**config.mk**
```make
export PLATFORM = sky130hd
export DESIGN_NAME = vcache_stat_dumper
export DESIGN_NICKNAME = d
export VERILOG_FILES = /design/src/rtl/vcache_stat_dumper.sv
export SDC_FILE = /design/constraint.sdc
export NUM_CORES = 1
export LEC_CHECK = 0
export CAP_MARGIN = 0
export CORE_ASPECT_RATIO = 1.2
export CORE_MARGIN = 2
export CORE_UTILIZATION = 48
export DETAILED_ROUTE_END_ITERATION = 6
export GPL_TIMING_DRIVEN = 0
export PLACE_DENSITY = 0.77
export SYNTH_ARGS = -nofsm -noshare
export SYNTH_HDL_FRONTEND = slang
export SYNTH_SLANG_ARGS = --single-unit
```
**constraint.sdc**
```tcl
create_clock -name clk_i -period 4 [get_ports clk_i]
set_input_delay 1.2 -clock clk_i [delete_from_list [all_inputs] [get_ports clk_i]]
set_output_delay 1.2 -clock clk_i [all_outputs]
set_load 0.03 [all_outputs]
```
**src/rtl/vcache_stat_dumper.sv**
```systemverilog
// Vcache statistics dumper: counts load/store hits and misses on accepted responses and,
// on request, streams a six-beat snapshot (tag, global cycle, four counters) downstream.
module vcache_stat_dumper #(
  parameter int data_width_p    = 32,
  parameter int ctr_width_p     = 32,
  parameter bit clear_on_dump_p = 1'b0
) (
  input  logic                    clk_i,
  input  logic                    reset_i,
  input  logic                    cache_v_o_i,
  input  logic                    cache_yumi_i,
  input  logic                    miss_v_i,
  input  logic                    ld_op_i,
  input  logic                    st_op_i,
  input  logic [31:0]             global_ctr_i,
  input  logic                    print_stat_v_i,
  input  logic [data_width_p-1:0] print_stat_tag_i,
  output logic                    ready_o,
  output logic                    v_o,
  output logic [data_width_p-1:0] data_o,
  input  logic                    yumi_i
);

  typedef enum logic {IDLE, SEND} state_e;

  state_e                  state, state_next;
  logic [2:0]              beat, beat_next;
  logic                    resp;
  logic                    accept;
  logic [3:0]              ev;
  logic [ctr_width_p-1:0]  cnt      [4];
  logic [ctr_width_p-1:0]  cnt_snap [4];
  logic [data_width_p-1:0] tag_snap;
  logic [31:0]             gctr_snap;

  // Event order in ev/cnt: 0 load, 1 store, 2 load miss, 3 store miss.
  assign resp   = cache_v_o_i & cache_yumi_i;
  assign ev     = {resp & st_op_i & miss_v_i, resp & ld_op_i & miss_v_i,
                   resp & st_op_i, resp & ld_op_i};
  assign accept = print_stat_v_i & ready_o;

  always_ff @(posedge clk_i) begin
    for (int i = 0; i < 4; i++) begin
      if (reset_i)
        cnt[i] <= '0;
      else if (clear_on_dump_p && accept)
        cnt[i] <= ctr_width_p'(ev[i]);
      else
        cnt[i] <= cnt[i] + ctr_width_p'(ev[i]);
    end
  end

  // Snapshot takes the pre-update counters, so a same-cycle event lands only in the live count.
  always_ff @(posedge clk_i) begin
    if (reset_i) begin
      tag_snap  <= '0;
      gctr_snap <= '0;
      for (int i = 0; i < 4; i++) cnt_snap[i] <= '0;
    end else if (accept) begin
      tag_snap  <= print_stat_tag_i;
      gctr_snap <= global_ctr_i;
      for (int i = 0; i < 4; i++) cnt_snap[i] <= cnt[i];
    end
  end

  always_ff @(posedge clk_i) begin
    if (reset_i) begin
      state <= IDLE;
      beat  <= 3'd0;
    end else begin
      state <= state_next;
      beat  <= beat_next;
    end
  end

  always_comb begin
    state_next = state;
    beat_next  = beat;
    case (state)
      IDLE: begin
        if (accept) begin
          state_next = SEND;
          beat_next  = 3'd0;
        end
      end
      SEND: begin
        if (yumi_i) begin
          if (beat == 3'd5) begin
            state_next = IDLE;
            beat_next  = 3'd0;
          end else begin
            beat_next = beat + 3'd1;
          end
        end
      end
      default: begin
        state_next = IDLE;
        beat_next  = 3'd0;
      end
    endcase
  end

  always_comb begin
    ready_o = (state == IDLE) & ~reset_i;
    v_o     = (state == SEND) & ~reset_i;
    data_o  = '0;
    if (v_o) begin
      case (beat)
        3'd0:    data_o = tag_snap;
        3'd1:    data_o = data_width_p'(gctr_snap);
        3'd2:    data_o = data_width_p'(cnt_snap[0]);
        3'd3:    data_o = data_width_p'(cnt_snap[1]);
        3'd4:    data_o = data_width_p'(cnt_snap[2]);
        3'd5:    data_o = data_width_p'(cnt_snap[3]);
        default: data_o = '0;
      endcase
    end
  end

endmodule

```
* After elaboration in Yosys (flattened, before gate mapping)
Memory sizes are Yosys's and may differ from the RTL's. Cells that the tools add are included.
Word-level totals: word-level logic and storage cells 61, bits in writable memories 256, bits in registers 68, memories 2, input port bits 73, output and inout bits 34
Memory list:
- cnt | depth 4, width 32, read ports 4, clocked after Yosys merged registers in 0, write ports 4, line 31 | logic [ctr_width_p-1:0] cnt [4];
- cnt_snap | depth 4, width 32, read ports 4, clocked after Yosys merged registers in 0, write ports 4, line 32 | logic [ctr_width_p-1:0] cnt_snap [4];
Cells by class: eq/ne operators 7, $add $sub $neg 5, reductions and logical operators 2, bitwise logic cells 18, muxes and demuxes 23
Operators with widths (count):
- 32-bit 2-to-1 mux | 9
- 32-bit case mux with 6 select lines | 1
- 32-bit by 1-bit adder with 32-bit output | 4
- 3-bit 2-to-1 mux | 3
- 1-bit AND | 8
- 1-bit 2-to-1 mux | 8
- 1-bit OR | 8
- 3-bit by 2-bit == test with 1-bit output, second input constant | 2
- 3-bit == test, second input constant | 2
- 3-bit case mux with 2 select lines | 1
- 2-bit != test, second input constant | 2
- 3-bit by 1-bit adder with 3-bit output, second input constant | 1
- 3-bit by 1-bit == test with 1-bit output, second input constant | 1
- 3-bit logical NOT | 1
- 1-bit inverter | 2
- 1-bit case mux with 2 select lines | 1
- 2-bit AND reduction | 1

* Longest topological paths before layout
word-level depth 7, mapped depth 9, gate-level depth less buffers 8

* Worst setup path after synthesis
No wires, ideal clock.
path type input to register, from input port print_stat_v_i, to memory cnt_snap[0][0] (enable), arrival 3.575 ns, path slack -0.008 ns, data required time 3.567 ns, path buffers 1, library setup time 0.433 ns, stages 3, cell sequence nor3b_1 clkbuf_1 or2_2
RTL lines:
- from (decl) | line 16 | input logic print_stat_v_i,
- to (decl) | line 32

* Final worst setup path
from input port reset_i, to output port data_o[14]
On the way: longest elaborated chain between the ends 3
RTL lines:
- from (decl) | line 9 | input logic reset_i,
- 1-bit inverter | line 105 | v_o = (state == SEND) & ~reset_i;
- 1-bit AND | line 105
- 32-bit 2-to-1 mux | line 107 | if (v_o) begin
- to (decl) | line 20 | output logic [data_width_p-1:0] data_o,
Every way passes these cells.

==> flow_metrics.env <==
export IMPL_port_buffers=106
export IMPL_setup_violations=0
export IMPL_drv_slew=0
export IMPL_hold_viol=0
export IMPL_place_area_um2=15900
export IMPL_grt_usage=0.256
export IMPL_cts_tree="done"
export IMPL_met3_length_um=2650
export IMPL_reg2reg_depth=4
export IMPL_final_cell_area_um2=17100
export IMPL_via_count=11800
export IMPL_synth_area_um2=14300
export IMPL_place_hpwl_um=29600
export IMPL_clk_pin_slew_ns=0.06
export IMPL_power_density_nw_per_um2=426
export IMPL_clockBufferDepth=3
export IMPL_wl_met1_um=16300
export IMPL_pwr_share_comb=0.059
export IMPL_drv_cap=0
export IMPL_dieHeight_um=193
export IMPL_dr_pass1_iters=7
export IMPL_ant_nets=0
export IMPL_h_tree_depth=2
export IMPL_relSlewSlack=0.462
export IMPL_ios=107
export IMPL_antenna_found_initial=0
export IMPL_crit_fanout=10
export IMPL_required_ns=2.80
export IMPL_grt_pass1_vias=11300
export IMPL_drt_iter0_markers=1303
export IMPL_ys_types=45
export IMPL_leakage_nw=5.74
export IMPL_avgSynthCellArea_um2=9.98
export IMPL_clkLatencyLatePin_ns=0.52
export IMPL_arrival_ns=2.71
export IMPL_pwr_share_seq=0.497
export IMPL_switching_share=0.227
export IMPL_grt_pass1_wl_um=62200
export IMPL_initial_core_util=0.485
export IMPL_fp_coreArea_um2=29500
export IMPL_tightest_slew_ns=0.806
export IMPL_diodes=0
export IMPL_grt_max_degree=49
export IMPL_hold_path_depth=2
export IMPL_fin_crit_ns=3.91
export IMPL_netlist_instances=1434
export IMPL_critPathKind="in -> out"
export IMPL_synth_net_count=1516
export IMPL_min_path_type="reg -> reg"
export IMPL_row_count=69
export IMPL_endpoint_kind="output port"
export IMPL_cts_root_buf="clkbuf_16"
export IMPL_place_congestion=0.910
export IMPL_fin_skew_ns=0.0231
export IMPL_yosysWarnings=0
export IMPL_cts_sinks=324
export IMPL_clock_power_share=0.444
export IMPL_area_delta_synth_final_pct=19.6
export IMPL_netSwitchingPower_w=0.00165
export IMPL_top_layer_used="met4"
export IMPL_vias_per_cell=5.94
export IMPL_p_int_w=0.00563
export IMPL_startpoint_type="primary input"
export IMPL_chipWidth_um=162
export IMPL_fmax_mhz=256
export IMPL_p_total_w=0.00729
export IMPL_wl_met2_um=19900
export IMPL_gr_total_overflow=0
export IMPL_wirelength_um=40500
export IMPL_regToRegSetupSlack_ns=1.22
export IMPL_status="complete, but fails checks"
export IMPL_die_area_um2=31200
export IMPL_dp_cells=1932
export IMPL_rsz0062_at_grt="false"
export IMPL_wl_per_cell_um=20.4
export IMPL_ir_drop_mv=0.318
export IMPL_drive_gt1_frac=0.0888
export IMPL_yosysSeqAreaShare=0.543
export IMPL_min_period_over_period=0.978
export IMPL_cts_buffers=34
export IMPL_yosys_register_bits=324
export IMPL_violations="DRC"
export IMPL_drc_errors=2
export IMPL_nets=1656
export IMPL_layoutNonFillerInstCount=1989
layer usage:
layer | GRT usage | vias up
met4 | 0.109 | 0
met1 | 0.316 | 5689
li1 | - | 5521
met2 | 0.454 | 496
met3 | 0.0332 | 106
met5 | 0 | -
what timing repair did:
action / in CTS / in global routing
endpoints found under the hold margin: 0 / 0
hold buffers: 0 / 0
cloned: 0 / 0
buffers inserted: 1 / 0
resized for setup: 183 / 12
setup endpoints to repair: 33 / 30
worst paths after layout:
kind,startpoint,endpoint
worst max-delay path,reset_i,data_o[14]
worst min-delay path,gctr_snap[9]$_SDFFE_PP0P_,gctr_snap[9]$_SDFFE_PP0P_
worst max register to register,state$_SDFF_PP0_,cnt_snap[0][68]$_SDFFCE_PN0P_
worst min register to register,gctr_snap[9]$_SDFFE_PP0P_,gctr_snap[9]$_SDFFE_PP0P_
power by group through the flow:
stage	sequential (W)	clock (W)	combinational (W)
after floorplan	0.00366	0	0.000213
after CTS	0.00362	0.00325	0.000424
after detailed placement	0.00369	0	0.000420
final	0.00362	0.00324	0.000429
after global routing	0.00363	0.00338	0.000456
after global placement	0.00369	0	0.000404
worst max-delay path: stages:
cell and delay (ns):
dlygate4sd2_1 0.33, nor2b_2 0.23, o21ai_2 0.15, clkbuf_4 0.24, a31oi_1 0.22, clkdlybuf4s15_2 0.34
area by class of cell:
class                           instances  area [µm²]
Inverter                               18        67.6
Sequential cell                       324        7770
Clock buffer                           47         982
Tap cell                              390         488
Clock inverter                         14         148
Multi-Input combinational cell        996        6170
Fill cell                            2481       12400
Timing Repair Buffer                  109        1090
Buffer                                 91         399
state kept, by name, summed over array words and instances (netlist names):
signal,count
beat,3
cnt,128
cnt_snap,128
gctr_snap,32
state,1
tag_snap,32
Yosys cell counts (all sizes together):
master,instances,area (µm²)
o21ba,1,10.0
and3,12,75.1
xor2,23,201
nand2,102,383
nor2,65,244
a21o,1,7.51
clkbuf,87,327
inv,18,67.6
and2,139,871
and3b,1,8.76
a22oi,96,721
or2,2,12.5
o21ai,90,450
nor4b,2,17.5
nor3b,3,22.5
nand4b,1,8.76
mux2,12,135
o21a,1,7.51
ha,9,113
a21oi,63,315
buf,9,48.8
nor3,17,85.1
xnor2,24,210
nor2b,23,144
edfxtp,128,3840
a31oi,32,200
a211o,1,8.76
dfxtp,196,3920
or3,24,154
nand4,46,294
nor4,7,43.8
o31ai,35,263
or4,35,263
and4,26,229
nand2b,65,407
nand3,38,195
metrics by stage:
step / TNS (ns) / utilization / setup WS (ns) / hold WS (ns)
floorplan: 0 / - / 0.0825 / 0.447
global placement: -110.85 / 0.537 / -1.09 / 0.460
finish: 0 / 0.579 / 0.0887 / 0.479
detailed placement: -34.60 / 0.539 / -1.11 / 0.464
global route: 0 / 0.579 / 0.00564 / 0.494
CTS: 0 / 0.579 / 0.0197 / 0.477
logic make-up after synthesis:
kind of cell    Yosys count  share of synthesized area
simple gates            608                      0.242
flops                   324                      0.543
compound gates          320                      0.139
buf+inv                 114                     0.0310
xor+xnor                 47                     0.0288
mux                      12                    0.00944
fa+ha+maj                 9                    0.00787
placed cells by master (no fill, tap or decap), types with 22 or more instances in the layout:
| cell type | netlist | final |
|---|---|---|
| xor2_1 | 23 | 23 |
| and2_1 | 138 | 138 |
| clkbuf_16 | 0 | 36 |
| and4_1 | 25 | 25 |
| nor2_1 | 65 | 65 |
| o21ai_0 | 89 | 89 |
| edfxtp_1 | 128 | 128 |
| nand3_1 | 37 | 37 |
| nand2_1 | 102 | 102 |
| clkdlybuf4s50_1 | 0 | 73 |
| nand2b_1 | 65 | 65 |
| dfxtp_1 | 196 | 196 |
| a21oi_1 | 63 | 63 |
| nor2b_1 | 23 | 22 |
| or4_1 | 35 | 35 |
| xnor2_1 | 24 | 24 |
| a22oi_1 | 96 | 96 |
| nand4_1 | 45 | 45 |
| a31oi_1 | 32 | 29 |
| clkbuf_1 | 87 | 68 |
| o31ai_1 | 35 | 35 |
Note: power is estimated with default switching activity, not from simulation.
